**src/rtl/pipe_stage_reg.sv**
```systemverilog
// Elastic pipeline stage register with valid/ready handshake,
// optional two-entry skid buffer and flush with optional bubble.
//
// Ports:
//   clk, rst        clock, synchronous active-high reset
//   flush           drop held entries (or replace with one NOP_VALUE)
//   in_valid/ready  upstream handshake, in_data payload
//   out_valid/ready downstream handshake, out_data = head entry
//   occupancy       entries held (0..2)
module pipe_stage_reg #(
    parameter int unsigned      WIDTH        = 32,
    parameter bit               SKID         = 1'b1,
    parameter bit               NOP_ON_FLUSH = 1'b1,
    parameter logic [WIDTH-1:0] NOP_VALUE    = WIDTH'(32'h00000013)
) (
    input  logic             clk,
    input  logic             rst,
    input  logic             flush,
    input  logic             in_valid,
    output logic             in_ready,
    input  logic [WIDTH-1:0] in_data,
    output logic             out_valid,
    input  logic             out_ready,
    output logic [WIDTH-1:0] out_data,
    output logic [1:0]       occupancy
);

    typedef enum logic [1:0] {
        EMPTY = 2'd0,
        ONE   = 2'd1,
        TWO   = 2'd2
    } state_e;

    state_e           state_q, state_d;
    logic [WIDTH-1:0] head_q, head_d;
    logic [WIDTH-1:0] skid_q, skid_d;
    logic             rdy_q, rdy_d;
    logic             push, pop;

    assign out_valid = (state_q != EMPTY);
    assign out_data  = head_q;
    assign occupancy = state_q;

    // With a skid entry, ready comes from a flop and never sees
    // out_ready; without it, ready passes straight through.
    assign in_ready = SKID ? rdy_q : (!out_valid || out_ready);

    assign push = in_valid && in_ready;
    assign pop  = out_valid && out_ready;

    always_comb begin
        state_d = state_q;
        head_d  = head_q;
        skid_d  = skid_q;
        if (flush) begin
            // A push landing in this cycle is swallowed here.
            if (NOP_ON_FLUSH) begin
                state_d = ONE;
                head_d  = NOP_VALUE;
            end else begin
                state_d = EMPTY;
            end
        end else begin
            unique case (state_q)
                EMPTY: begin
                    if (push) begin
                        state_d = ONE;
                        head_d  = in_data;
                    end
                end
                ONE: begin
                    if (push && pop) begin
                        head_d = in_data;
                    end else if (push && SKID) begin
                        state_d = TWO;
                        skid_d  = in_data;
                    end else if (pop) begin
                        state_d = EMPTY;
                    end
                end
                TWO: begin
                    if (pop) begin
                        state_d = ONE;
                        head_d  = skid_q;
                    end
                end
                default: begin
                    state_d = EMPTY;
                end
            endcase
        end
        rdy_d = (state_d != TWO);
    end

    always_ff @(posedge clk) begin
        if (rst) begin
            state_q <= EMPTY;
            head_q  <= '0;
            skid_q  <= '0;
            rdy_q   <= 1'b1;
        end else begin
            state_q <= state_d;
            head_q  <= head_d;
            skid_q  <= skid_d;
            rdy_q   <= rdy_d;
        end
    end

endmodule

```
**config.mk**
```make
export PLATFORM = sky130hd
export DESIGN_NAME = pipe_stage_reg
export DESIGN_NICKNAME = d
export VERILOG_FILES = /design/src/rtl/pipe_stage_reg.sv
export SDC_FILE = /design/constraint.sdc
export NUM_CORES = 1
export LEC_CHECK = 0
export ABC_AREA = 1
export CAP_MARGIN = 10
export CORE_ASPECT_RATIO = 0.8
export CORE_UTILIZATION = 50
export CTS_CLUSTER_SIZE = 8
export DETAILED_ROUTE_END_ITERATION = 8
export GPL_ROUTABILITY_DRIVEN = 0
export PLACE_DENSITY = 0.81
export SLEW_MARGIN = 30
export SYNTH_ARGS = -nofsm -noshare
export SYNTH_HDL_FRONTEND = slang
export SYNTH_SLANG_ARGS = --single-unit
```
**constraint.sdc**
```tcl
create_clock -name clk -period 2.96 [get_ports clk]
set_input_delay 0.888 -clock clk [delete_from_list [all_inputs] [get_ports clk]]
set_output_delay 0.888 -clock clk [all_outputs]
set_load 0.02 [all_outputs]
```
### Word-level counts from Yosys, hierarchy flattened

Cells that the tools add are included.

| word-level totals | value |
|---|---|
| logic and storage cells | 39 |
| bits in registers | 67 |
| input port bits | 37 |
| output and inout port bits | 36 |

| operators by class | value |
|---|---|
| eq/ne operators | 9 |
| bitwise operators | 2 |
| reduce and logical (&&, ||, !) cells | 11 |
| muxes and demuxes | 12 |

Operators with widths:

| operator | count |
|---|---|
| 32-bit two-way mux | 3 |
| 32-bit one-hot mux with 3 select lines | 1 |
| 2-bit two-way mux | 6 |
| 4-bit AND reduction | 3 |
| 3-bit != test, second input constant | 3 |
| 2-bit != test, second input constant | 4 |
| 2-bit one-hot mux with 3 select lines | 1 |
| 5-bit two-way mux | 1 |
| 4-bit nonzero test | 1 |
| 1-bit logical AND | 3 |
| 3-bit nonzero test | 1 |
| 2-bit by 1-bit == test with 1-bit output, second input constant | 1 |
| 2-bit == test, second input constant | 1 |
| 2-bit zero test | 1 |
| 1-bit NOT | 2 |
| 2-bit nonzero test | 1 |
| 2-bit OR reduction | 1 |

### Depth between registers and ports, before layout

| depth | value |
|---|---|
| depth after elaboration | 8 |
| gate-level depth with buffers | 10 |
| gate-level depth less buffers | 7 |

### Worst setup path after synthesis

Ideal clock, no wire load.

| path | value |
|---|---|
| path type | in2reg |
| from | in out_ready |
| to | reg skid_q[0] |
| cell stages on the path | 5 |
| slack | 1.298 ns |
| required time | 2.844 ns |
| path buffers | 1 |
| library setup time | 0.116 ns |
| data arrival time | 1.546 ns |
| cells stage by stage | nor3_1 -> nand2_1 -> clkbuf_1 -> o21ai_0 -> nor2_1 |

| between the ends | value |
|---|---|
| word-level cells in the longest chain between the ends | 4 |

RTL lines:

| what | RTL line | RTL |
|---|---|---|
| start: declaration | 23 | `input logic out_ready,` |
| 1-bit logical AND | 49 | `assign pop = out_valid && out_ready;` |
| 1-bit logical AND | 72 | `if (push && pop) begin` |
| 1-bit NOT (no line) | n/a |  |
| 4-bit AND reduction (no line) | n/a |  |
| end signal: assignment | 104 | `skid_q <= skid_d;` |
| end: declaration | 36 | `logic [WIDTH-1:0] skid_q, skid_d;` |

No other way between the ends.
A chain may end at the register's enable or synchronous reset.

### Worst setup path in the final report

| path | value |
|---|---|
| from | reg state_q[1] (netlist: occupancy[1]) |
| to | out out_valid |

| between the ends | value |
|---|---|
| word-level cells in the longest chain between the ends | 1 |

RTL lines:

| what | RTL line | RTL |
|---|---|---|
| start: declaration | 34 | `state_e state_q, state_d;` |
| start signal: assignment | 102 | `state_q <= state_d;` |
| 2-bit nonzero test | 40 | `assign out_valid = (state_q != EMPTY);` |
| end: declaration | 22 | `output logic out_valid,` |

No other way between the ends.

==> metrics.csv <==
metric,value,unit
first-pass GRT wire length,11940,um
"Cell Count, Final, Fillers Out",551,
GRT overflow,0,
net switching power,0.5094,mW
leak pwr,1.565,nW
PnR worst setup slack,0.3064,ns
setup bufs post-CTS,0,
PortBufs,72,
met1 global-route usage,0.3260,
Hold Fails Final Rpt,0,
Crit-path slowest cell,dfxtp_1,
worst skew pair latency,0.33,ns
CP bufs+invs,2,
DRC viols,0,
Worst EP required,2.07,ns
CTS buffer count,9,
Final nets,506,
Startpoint Class,flip-flop,
most crowded layer after global routing,met2,
layout cells sized above 1,0.08245,
Ports,73,
die area,6057,um^2
type of destination of the critical path,primary output,
gate count of the mapped netlist,409,
met2 Resource Use GR,0.4118,
cts hold-fix bufs,0,
Syn. warnings,0,
Worst-Margin Slew,0.8597,ns
drt wl/cell,13.09,um
Slew headroom,0.4263,
Logic pwr share,0.160,
syn nets,446,
drt first-iter violations,295,
post-synth cell types,24,
final setup fails,0,
setup_tns,0,ns
synthesis-stage register bit count,67,
antenna cells,0,
unrepaired setup endpoints after global routing,false,
placed cell count,536,
delay of the slowest critical-path stage,0.63,ns
clk sink count,67,
dpl cell area,3576,um^2
Worst Path Max Fanout,10,
Synth Cell Area,2874,um^2
Max Slew Vio Count,0,
kind of critical path,reg -> out,
clock slew at reported path FFs,0.07,ns
family with the most delay on the worst path,buffers and inverters,
Mapped Avg Cell Area,7.027,um^2
Core ar.,5495,um^2
run status,"finished, final reports clean",
crit path time final,2.654,ns
H-tree depth,3,
f_max,376.8,MHz
Worst Hold Class,reg -> reg,
largest buffer count on any clock path,2,
# resized after CTS,0,
DRT antenna net count,0,
initial antenna violation count,0,
part of the power in registers,0.506,
crit share post-route,0.8965,
net switching fraction of the power,0.2676,
Area Growth Syn to Fin,30.00,%
chip height,69.81,um
Final Skew,0.005331,ns
max cap viols,0,
Routed WL,7211,um
met3 usage,0.06310,
R2R setup slack,0.70,ns
cells along the critical path,inv_4 > nand2_2 > clkdlybuf4s50_1,
P per Cell Area,509.5,nW/um^2
DRT Pass-1 Iters,5,
drt via density,5.116,
row count,24,
Power Total,1.904,mW
Pint,1.394,mW
dpl ws,0.3026,ns
arrival time at the worst endpoint,1.77,ns
Initial Util,0.5230,
aggregate global-route resource usage,0.2555,
die width,86.77,um
"Seq/Total Area, Yosys",0.4667,
CTS tree,done,
vias in the first global route,2612,
largest net degree at the start of global routing,35,
post-DP HPWL,4542,um
Clock power frac,0.335,
Final Cell Area,3736,um^2
total vias in the final route,2819,
Root Driver,clkbuf_8,
maximum vdd drop,0.3502,mV
-- power groups by stage --
stage	logic [mW]	clock network [mW]	registers, mW
after floorplan	0.147	0	1.01
after global placement	0.297	0	0.981
after detailed placement	0.302	0	0.982
after CTS	0.304	0.645	0.963
after global routing	0.334	0.691	0.966
final	0.304	0.637	0.962
-- per-layer routing --
| layer | wire (um) | up-vias |
|---|---|---|
| met1 | 3162 | 1237 |
| met5 | 0 | - |
| met2 | 3365 | 143 |
| met4 | 79 | 0 |
| met3 | 603 | 12 |
| li1 | - | 1427 |
-- registers in the layout, summed over array words and instances (netlist names) --
register	flops
out_data	32
in_ready	1
occupancy	2
skid_q	32
-- synth_stat cells --
library cell,count,share of area
a31oi_1,1,0.0022
buf_2,6,0.010
dfxtp_1,67,0.47
nand2_1,68,0.089
nand4_1,1,0.0022
inv_1,5,0.0065
nor2_1,120,0.16
buf_12,1,0.0070
clkbuf_1,14,0.018
inv_4,1,0.0022
nand3_1,34,0.059
o21ai_0,61,0.11
buf_4,3,0.0078
buf_6,2,0.0078
nor3_1,1,0.0017
nor2_2,10,0.022
clkbuf_2,1,0.0017
o21bai_1,2,0.0052
inv_2,3,0.0039
nand3b_1,1,0.0026
nand2_2,2,0.0044
nand2_4,3,0.012
nand3_2,1,0.0035
buf_1,1,0.0013
-- area by class of cell --
| cell class | instances | area [um^2] |
|---|---|---|
| clock buffer | 12 | 145.1 |
| clock inverter | 3 | 15.01 |
| fill | 483 | 1759 |
| inverter | 9 | 36.28 |
| multi-input combinational | 305 | 1343 |
| sequential | 67 | 1341 |
| tap | 78 | 97.59 |
| timing repair buffer | 77 | 758.2 |
-- worst min-delay path: cells and delay by family, from the launching register on --
kind	cells	cell delay, ns
flip-flops	1	0.33
AND/OR/NAND/NOR	2	0.13
-- logic make-up after synthesis --
family                 count (synthesis)  synth area share
AO/OA/AOI/OAI                         64            0.1136
AND/OR/NAND/NOR                      241            0.3526
buffers and inverters                 37           0.06704
flip-flops                            67            0.4667
-- per-stage QoR --
step,util,hold WS [ns]
after floorplan,-,0.4554
after global placement,0.6507,0.4631
after detailed placement,0.6507,0.4723
after CTS,0.6799,0.4887
after global routing,0.6799,0.5081
final,0.6799,0.4839
-- final timing paths --
kind / end / from / cells after the start
setup / recovery: out_valid / occupancy[1] / 3
hold / removal: skid_q[11] / skid_q[11] / 2
setup reg to reg: out_data[23] / occupancy[1] / 7
hold reg to reg: skid_q[11] / skid_q[11] / 2
-- layout by cell type (no fill, tap or decap) --
| master | instances |
|---|---|
| nand4_1 | 1 |
| inv_2 | 3 |
| clkinv_2 | 3 |
| nor2_2 | 11 |
| a31oi_1 | 1 |
| buf_4 | 5 |
| clkdlybuf4s50_1 | 72 |
| nand2_4 | 3 |
| clkbuf_1 | 2 |
| nor2_1 | 119 |
| clkbuf_8 | 10 |
| nand3b_1 | 1 |
| o21bai_1 | 2 |
| nand2_2 | 2 |
| o21ai_0 | 61 |
| nand2_1 | 68 |
| nor3_1 | 1 |
| inv_1 | 5 |
| nand3_1 | 34 |
| inv_4 | 1 |
| dfxtp_1 | 67 |
| nand3_2 | 1 |
No activity file was read; power rests on OpenSTA's default activity.
